File: src/rtl/row_feeder_if.sv
// Signal bundle between the L0/SRAM side and one row_feeder:
// FIFO write port, command handshake and the row-facing operand/instruction outputs.
interface row_feeder_if #(
    parameter int bw    = 4,
    parameter int depth = 16
);
    logic                   wr_en;
    logic [bw-1:0]          wr_data;
    logic                   full;
    logic [$clog2(depth):0] fifo_cnt;
    logic                   cmd_valid;
    logic                   cmd_ready;
    logic                   cmd_op;
    logic [7:0]             cmd_len;
    logic [bw-1:0]          out_w;
    logic [1:0]             out_inst;
    logic                   busy;
    logic                   done;

    modport master (
        output wr_en, wr_data, cmd_valid, cmd_op, cmd_len,
        input  full, fifo_cnt, cmd_ready, out_w, out_inst, busy, done
    );

    modport slave (
        input  wr_en, wr_data, cmd_valid, cmd_op, cmd_len,
        output full, fifo_cnt, cmd_ready, out_w, out_inst, busy, done
    );
endinterface

File: src/rtl/row_feeder.sv
// West-edge row feeder: FIFO-buffers operand words and streams a commanded count of them
// into a mac_row as kernel-load or execute traffic, then flushes the row before signalling done.
module row_feeder #(
    parameter int bw    = 4,
    parameter int col   = 8,
    parameter int depth = 16
) (
    input logic         clk,
    input logic         reset,
    row_feeder_if.slave bus
);
    localparam int AW = $clog2(depth);
    localparam int CW = AW + 1;
    localparam int FW = (col > 1) ? $clog2(col) : 1;

    typedef enum logic [1:0] {
        IDLE,
        SEND,
        FLUSH
    } state_t;

    state_t         r_state;
    state_t         w_next_state;

    logic [bw-1:0]  r_mem [depth];
    logic [AW-1:0]  r_rd_ptr;
    logic [AW-1:0]  r_wr_ptr;
    logic [CW-1:0]  r_cnt;

    logic [7:0]     r_remaining;
    logic           r_op;
    logic [FW-1:0]  r_flush_cnt;

    logic [bw-1:0]  r_out_w;
    logic [1:0]     r_out_inst;
    logic           r_done;

    logic           w_full;
    logic           w_empty;
    logic           w_push;
    logic           w_pop;
    logic           w_accept;
    logic           w_flush_last;

    // A write while full is dropped even if a pop frees a slot in the same cycle.
    assign w_full  = (r_cnt == CW'(depth));
    assign w_empty = (r_cnt == '0);
    assign w_push  = bus.wr_en && !w_full;

    always_comb begin
        w_next_state = r_state;
        w_accept     = 1'b0;
        w_pop        = 1'b0;
        w_flush_last = 1'b0;
        case (r_state)
            IDLE: begin
                if (bus.cmd_valid) begin
                    w_accept     = 1'b1;
                    w_next_state = (bus.cmd_len == 8'd0) ? FLUSH : SEND;
                end
            end
            SEND: begin
                if (!w_empty && (r_remaining != 8'd0)) begin
                    w_pop = 1'b1;
                    if (r_remaining == 8'd1) begin
                        w_next_state = FLUSH;
                    end
                end
            end
            FLUSH: begin
                if (r_flush_cnt == FW'(col - 1)) begin
                    w_flush_last = 1'b1;
                    w_next_state = IDLE;
                end
            end
            default: begin
                w_next_state = IDLE;
            end
        endcase
    end

    always_ff @(posedge clk or negedge reset) begin
        if (!reset) begin
            r_state <= IDLE;
        end else begin
            r_state <= w_next_state;
        end
    end

    always_ff @(posedge clk or negedge reset) begin
        if (!reset) begin
            r_remaining <= '0;
            r_op        <= 1'b0;
            r_flush_cnt <= '0;
        end else begin
            if (w_accept) begin
                r_remaining <= bus.cmd_len;
                r_op        <= bus.cmd_op;
            end else if (w_pop) begin
                r_remaining <= r_remaining - 8'd1;
            end
            if (r_state == FLUSH) begin
                r_flush_cnt <= r_flush_cnt + FW'(1);
            end else begin
                r_flush_cnt <= '0;
            end
        end
    end

    // Storage has no reset; occupancy and pointers alone define what is valid.
    always_ff @(posedge clk) begin
        if (w_push) begin
            r_mem[r_wr_ptr] <= bus.wr_data;
        end
    end

    always_ff @(posedge clk or negedge reset) begin
        if (!reset) begin
            r_wr_ptr <= '0;
            r_rd_ptr <= '0;
            r_cnt    <= '0;
        end else begin
            if (w_push) begin
                r_wr_ptr <= r_wr_ptr + AW'(1);
            end
            if (w_pop) begin
                r_rd_ptr <= r_rd_ptr + AW'(1);
            end
            case ({w_push, w_pop})
                2'b10:   r_cnt <= r_cnt + CW'(1);
                2'b01:   r_cnt <= r_cnt - CW'(1);
                default: r_cnt <= r_cnt;
            endcase
        end
    end

    always_ff @(posedge clk or negedge reset) begin
        if (!reset) begin
            r_out_w    <= '0;
            r_out_inst <= 2'b00;
            r_done     <= 1'b0;
        end else begin
            if (w_pop) begin
                r_out_w    <= r_mem[r_rd_ptr];
                r_out_inst <= r_op ? 2'b10 : 2'b01;
            end else begin
                r_out_w    <= '0;
                r_out_inst <= 2'b00;
            end
            r_done <= w_flush_last;
        end
    end

    assign bus.full      = w_full;
    assign bus.fifo_cnt  = r_cnt;
    assign bus.cmd_ready = (r_state == IDLE);
    assign bus.busy      = (r_state != IDLE);
    assign bus.out_w     = r_out_w;
    assign bus.out_inst  = r_out_inst;
    assign bus.done      = r_done;
endmodule
File: src/flat_wrapper.sv
// flat-port wrapper written by rule: the top's interface ports become plain ports
module row_feeder_flat 
#(
    parameter int bw    = 4,
    parameter int col   = 8,
    parameter int depth = 16
)
  (clk, reset, bus_wr_en, bus_wr_data, bus_cmd_valid, bus_cmd_op, bus_cmd_len, bus_full, bus_fifo_cnt, bus_cmd_ready, bus_out_w, bus_out_inst, bus_busy, bus_done);
  row_feeder_if #(.bw(bw), .depth(depth)) bus_i ();
  input logic clk;
  input logic reset;
  input wire logic [$bits(bus_i.wr_en)-1:0] bus_wr_en;
  input wire logic [$bits(bus_i.wr_data)-1:0] bus_wr_data;
  input wire logic [$bits(bus_i.cmd_valid)-1:0] bus_cmd_valid;
  input wire logic [$bits(bus_i.cmd_op)-1:0] bus_cmd_op;
  input wire logic [$bits(bus_i.cmd_len)-1:0] bus_cmd_len;
  output wire logic [$bits(bus_i.full)-1:0] bus_full;
  output wire logic [$bits(bus_i.fifo_cnt)-1:0] bus_fifo_cnt;
  output wire logic [$bits(bus_i.cmd_ready)-1:0] bus_cmd_ready;
  output wire logic [$bits(bus_i.out_w)-1:0] bus_out_w;
  output wire logic [$bits(bus_i.out_inst)-1:0] bus_out_inst;
  output wire logic [$bits(bus_i.busy)-1:0] bus_busy;
  output wire logic [$bits(bus_i.done)-1:0] bus_done;
  assign bus_i.wr_en = bus_wr_en;
  assign bus_i.wr_data = bus_wr_data;
  assign bus_i.cmd_valid = bus_cmd_valid;
  assign bus_i.cmd_op = bus_cmd_op;
  assign bus_i.cmd_len = bus_cmd_len;
  assign bus_full = bus_i.full;
  assign bus_fifo_cnt = bus_i.fifo_cnt;
  assign bus_cmd_ready = bus_i.cmd_ready;
  assign bus_out_w = bus_i.out_w;
  assign bus_out_inst = bus_i.out_inst;
  assign bus_busy = bus_i.busy;
  assign bus_done = bus_i.done;
  row_feeder #(.bw(bw), .col(col), .depth(depth)) u_core (.clk(clk), .reset(reset), .bus(bus_i));
endmodule
File: config.mk
export PLATFORM = sky130hd
export DESIGN_NAME = row_feeder_flat
export DESIGN_NICKNAME = d
export VERILOG_FILES = /design/src/rtl/row_feeder_if.sv /design/src/rtl/row_feeder.sv /design/src/flat_wrapper.sv
export SDC_FILE = /design/constraint.sdc
export NUM_CORES = 1
export LEC_CHECK = 0
export BUFFER_PORTS_ARGS = -buffer_cell sky130_fd_sc_hd__buf_2
export CAP_MARGIN = 20
export CORE_MARGIN = 2
export CORE_UTILIZATION = 55
export CTS_CLUSTER_DIAMETER = 30
export DETAILED_ROUTE_END_ITERATION = 6
export PLACE_DENSITY = 0.84
export SYNTH_ARGS = -nofsm -noshare
export SYNTH_HDL_FRONTEND = slang
export SYNTH_SLANG_ARGS = --single-unit
File: constraint.sdc
create_clock -name clk -period 5.07 [get_ports clk]
set_clock_uncertainty 0.2 [all_clocks]
set_input_delay 0.507 -clock clk [delete_from_list [all_inputs] [get_ports clk]]
set_output_delay 0.507 -clock clk [all_outputs]
set_load 0.02 [all_outputs]
### After elaboration in Yosys (flattened, before gate mapping)

Memories as Yosys holds them, arrays and structs flattened.
Index checks and enable logic that the tools add are counted.
Widths: inputs -> output; s select.

| storage, ports and cells | value |
|---|---|
| register bits after elaboration | 34 |
| latch bits | 0 |
| bits in writable memories | 64 |
| bits in read-only memories | 0 |
| input port bits | 17 |
| output and inout port bits | 15 |
| logic and storage cells | 61 |
| memories kept | 1 |

Memory list:

| memory | words | bits a word | read ports | clocked after memory_dff | wr ports | line | text |
|---|---|---|---|---|---|---|---|
| u_core.r_mem | 16 | 4 | 1 | 0 | 1 | row_feeder.sv:25 | `logic [bw-1:0] r_mem [depth];` |

| cells by class | value |
|---|---|
| $add $sub $neg | 6 |
| multipliers | 0 |
| divide/modulo/power cells | 0 |
| order comparisons | 0 |
| eq/ne operators | 11 |
| shifts and indexed selects | 0 |
| muxes and demuxes | 21 |
| bitwise logic cells | 0 |
| reduce and logical (&&, ||, !) cells | 12 |

Operators by type and width:

| kind | count |
|---|---|
| $mux 8 | 2 |
| $mux 2 | 7 |
| $pmux 5 s2 | 1 |
| $add 4x1->4 const B | 2 |
| $eq 8x1->1 const B | 1 |
| $logic_not 8->1 | 1 |
| $mux 1 | 8 |
| $reduce_bool 8->1 | 1 |
| $sub 8x1->8 const B | 1 |
| $ne 2x1->1 const B | 3 |
| $pmux 2 s3 | 1 |
| $reduce_bool 2->1 | 3 |
| $add 5x1->5 const B | 1 |
| $eq 5x5->1 const B | 1 |
| $logic_not 5->1 | 1 |
| $sub 5x1->5 const B | 1 |
| $eq 2x1->1 const B | 2 |
| $eq 2x2->1 const B | 2 |
| $mux 4 | 1 |
| $reduce_and 4->1 | 1 |
| $add 3x1->3 const B | 1 |
| $eq 3x3->1 const B | 1 |
| $mux 3 | 1 |
| $logic_and 1x1->1 | 2 |
| other kinds (3) | 4 |

### Depth between registers and ports, before layout

| depth | value |
|---|---|
| depth in word-level cells | 7 |
| mapped depth | 14 |
| depth with buffers taken out | 13 |

### Least setup slack after synthesis

OpenSTA, ideal clock, no wires.

| timing | value |
|---|---|
| kind | register to register |
| start | register u_core.r_cnt[1] (netlist: u_core.bus.fifo_cnt[1]) |
| end | register u_core.r_cnt[4] (netlist: u_core.bus.fifo_cnt[4]) |
| library setup time | 0.130 ns |
| arrival time | 3.257 ns |
| data required time | 4.740 ns |
| setup slack | 1.483 ns |
| cell stages (with the launch flop) | 15 |
| buffers on the path | 3 |
| clock period less this slack | 3.587 ns |
| path through | dfrtp_1 > buf_6 > or4_4 > o21a_1 > buf_6 > nand2_8 > inv_6 > ha_1 > clkbuf_1 > xor2_1 > ha_1 > or3_1 > a2111oi_0 > nor4_1 > xnor2_1 |

| between the ends | value |
|---|---|
| cells in the longest elaborated chain, start to end | 7 |
| elaborated cells between the ends (all ways) | 14 |
| classes of those cells | 2 x add/sub; 3 x eq/ne; 3 x mux; 6 x reduce/logical |

Ends and longest elaborated chain:

| element | line | text |
|---|---|---|
| start: declaration | row_feeder.sv:28 | `logic [CW-1:0] r_cnt;` |
| start signal: assignment | row_feeder.sv:130 | `2'b10: r_cnt <= r_cnt + CW'(1);` |
| start signal: assignment | row_feeder.sv:131 | `2'b01: r_cnt <= r_cnt - CW'(1);` |
| start signal: assignment | row_feeder.sv:132 | `default: r_cnt <= r_cnt;` |
| $logic_not 5->1 (*) | row_feeder.sv:47 | `assign w_empty = (r_cnt == '0);` |
| $logic_not 1->1 (*) | row_feeder.sv:63 | `if (!w_empty && (r_remaining != 8'd0)) begin` |
| $logic_and 1x1->1 (*) | row_feeder.sv:63 |  |
| $mux 1 (*) | row_feeder.sv:63 |  |
| $mux 1 (*) | row_feeder.sv:55 | `case (r_state)` |
| named net u_core.w_pop | row_feeder.sv:41 | `logic w_pop;` |
| $eq 2x1->1 or $eq 2x2->1 (tied branches) | row_feeder.sv:129 | `case ({w_push, w_pop})` |
| $pmux 5 s2 or $reduce_bool 2->1 (tied branches) | -- |  |

Mark *: on every way through the listed nets, which the timed path passes. The rest lies on a longest branch.
A chain may end at the register's enable or synchronous reset.

### Worst setup path after layout

| timing | value |
|---|---|
| start | register u_core.r_remaining[0] |
| end | register u_core.r_cnt[4] (netlist: u_core.bus.fifo_cnt[4]) |

| between the ends | value |
|---|---|
| cells in the longest elaborated chain, start to end | 6 |
| elaborated cells between the ends (all ways) | 8 |
| classes of those cells | 2 x eq/ne; 3 x mux; 3 x reduce/logical |

Ends and longest elaborated chain:

| element | line | text |
|---|---|---|
| start: declaration | row_feeder.sv:30 | `logic [7:0] r_remaining;` |
| start signal: assignment | row_feeder.sv:97 | `r_remaining <= bus.cmd_len;` |
| start signal: assignment | row_feeder.sv:100 | `r_remaining <= r_remaining - 8'd1;` |
| $reduce_bool 8->1 (*) | row_feeder.sv:63 |  |
| $logic_and 1x1->1 (*) | row_feeder.sv:63 |  |
| $mux 1 (*) | row_feeder.sv:63 |  |
| $mux 1 (*) | row_feeder.sv:55 |  |
| named net u_core.w_pop | row_feeder.sv:41 |  |
| $eq 2x1->1 or $eq 2x2->1 (tied branches) | row_feeder.sv:129 |  |
| $pmux 5 s2 or $reduce_bool 2->1 (tied branches) | -- |  |

Marked as above.

==> metrics.txt <==
Yosys cell types=58; area of the mapped netlist=0.004424 mm²; cell chain of the critical path=inv_1 -> ha_1 -> nor3b_1 -> nand2_4 -> nand2_8 -> inv_6 -> ha_1 -> xor2_1 -> ha_1 -> or3_1 -> a2111oi_0 -> nor4_1 -> xnor2_1; Final Hold Viols=0; EDFF count, synth=64; CTS Hold Bufs=0; DR vias=2,681; VDD IR-drop max=233.5 µV; CTS tree=done; Leakage=0.001807 µW; Post-Syn Nets=337; cell taking the most area after synthesis=edfxtp_1; Die H=93.69 µm; H-tree levels=3; share of cells above drive strength 1=21.35%; reg-to-reg slack, setup=about 1.2 ns; Die X=around 94 µm; Overflow after GRT=0; RD Place Congestion=0.8430; synth top area cells=edfxtp_1 43%, dfrtp_1 19%, mux4_2 8.1%, ha_1 3.7%, nor2_1 1.8%; crit-path most repeated cell=ha_1; worst setup path class=flip-flop to flip-flop; Yosys top cell area share=43.44%; worst min-delay path category=primary input to asynchronous set/reset pin; count of pins over their slew limit=0; pre-CTS setup slack=~1.3 ns; Syn. warnings=0; Layout area overhead=9.926%; largest net degree at the start of global routing=35; # diodes=0; RSZ-0062 raised after global routing=no; CTS Buf Count=9; Final ANT Viol Nets=0; CTS resizes=0; Worst Path Required=~5.1 ns; status=complete, no violations; initial antenna violation count=0; Main synth FF type=edfxtp_1; fin crit period=3.838 ns; detailed placement HPWL=roughly 5400 µm; gr usage total=20.28%; Cell Pwr Density=572.7 mW/mm²; async set-or-reset flop fraction in the synthesized netlist=a little over a third; most common cell after layout, fill and taps aside=edfxtp_1; critical path data arrival time=about 3.9 ns; Vias/cell=6.038; CP max stage delay=a little under 0.6 ns; num rows=32; Crit. End Element=flip-flop; critical path startpoint category=flip-flop; period utilisation layout=about three quarters; initial core utilization=56.96%; synthesized flop and latch total=98; DRT Pass-1 Iters=5; syn_area_per_cell=approximately 14 µm²; die area=0.008778 mm²; Max Root-Sink Buffers=2; Slew headroom=42.44%; DRC errors left=0; crit path max-delay cell type=nor3b_1; clock sink total=98; Post-Route WL=8074 µm; delay-heaviest family, CP=simple AND/OR/NAND/NOR gates; # nets final=367; CP bufs+invs=2; 1st-iter DRT viols=213; area of the core=0.007767 mm²; Tot Pwr=around 2800 µW; sequential share of the synthesized area=62.67%; port bufs=31; Final WS setup=1.232 ns; Clk pin slew, worst setup/hold paths=roughly 0.10 ns; global-route wire length before repair=13,420 µm; reg2reg end=u_core.bus.fifo_cnt[4]; Clk Latency, worst-skew pair=0.35 ns; DR WL/cell=around 18 µm; max cap viols=0; max frequency=260.5 MHz; vias in the first global route=2,619; worst-margin pin slew=0.8616 ns; Min Hold Slack=between 0.005 and 0.006 ns; clk root buf=clkbuf_8; most frequent cells in the layout=64 x edfxtp_1, 34 x dfrtp_1, 31 x buf_2; r2r startpoint=u_core.r_remaining[0]; setup_tns=0 ns; Reg2Reg Depth=13; crit path from=u_core.r_remaining[0]; Max FO, Critical Path=11; Final setup viols=0; Post-Synthesis Cells=307; Ports=32; setup repair bufs after CTS=0
[cell type report]
type	instances	area, µm²
clock buffers	11	131.4
inverters	13	53.80
flip-flops and latches	98	2773
well taps	102	127.6
repair buffers	32	162.7
fillers	580	2904
multi-input cells	183	1528
clock inverters	5	87.58
[how the worst max path moves through the flow]
stage	end	cells past startpoint
floorplan	u_core.bus.fifo_cnt[4]	14
global placement	u_core.bus.fifo_cnt[4]	13
detailed placement	u_core.bus.fifo_cnt[4]	13
CTS	u_core.bus.fifo_cnt[4]	13
global route	u_core.bus.fifo_cnt[4]	13
finish	u_core.bus.fifo_cnt[4]	13
[registers in the layout, indices dropped and copies added (netlist names), 3 cells and up]
| name | count |
|---|---|
| u_core.r_mem | 64 |
| u_core.r_remaining | 8 |
| u_core.bus.fifo_cnt | 5 |
| u_core.bus.out_w | 4 |
| u_core.r_rd_ptr | 4 |
| u_core.r_wr_ptr | 4 |
| u_core.r_flush_cnt | 3 |
[stage by stage]
stage | utilization, % | instance area [µm²] | cells
5_1_grt | 62.61 | 4863 | 444
3_5_place_dp | 59.79 | 4644 | 428
2_1_floorplan | - | 4424 | 307
3_3_place_gp | 59.79 | 4644 | 428
6_report | 62.61 | 4863 | 444
4_1_cts | 62.61 | 4863 | 444
[where the power goes]
group / leakage [µW] / switching, µW / internal, µW
combinational: 0.000701 / 539 / 449
sequential: 0.00100 / 219 / 1030
clock: 0.000106 / 268 / 284
total: 0.00181 / 1030 / 1760
[routing by layer]
layer / wire, µm / part of all wire (%) / track usage, %
met1: 3545 / 44 / 28.02
met3: 410 / 5.1 / 3.531
met2: 3985 / 49 / 32.56
met4: 133 / 1.6 / 7.609
met5: 0 / 0 / 0
[synth_stat cells, drive strengths merged (3+ instances only)]
cell	n
edfxtp	64
dfrtp	34
nor2	21
mux4	16
nand2	16
ha	13
inv	13
o21ai	10
a211oi	8
nor3	8
xnor2	8
clkbuf	7
nor2b	7
and2	6
buf	6
nand2b	6
nand3	6
a21oi	5
or4	5
mux2i	4
nor3b	4
o211ai	4
nor4	3
xor2	3
[cell families after synthesis]
family | count (synthesis) | share of synthesized area, %
buffers and inverters | 26 | 2.800
AND/OR/NAND/NOR | 91 | 11.71
flip-flops | 98 | 62.67
XOR/XNOR | 11 | 2.178
AO/OA/AOI/OAI | 46 | 7.325
adder cells (fa/ha/maj) | 13 | 3.677
multiplexers | 22 | 9.644
No activity file was read; power rests on OpenSTA's default activity.
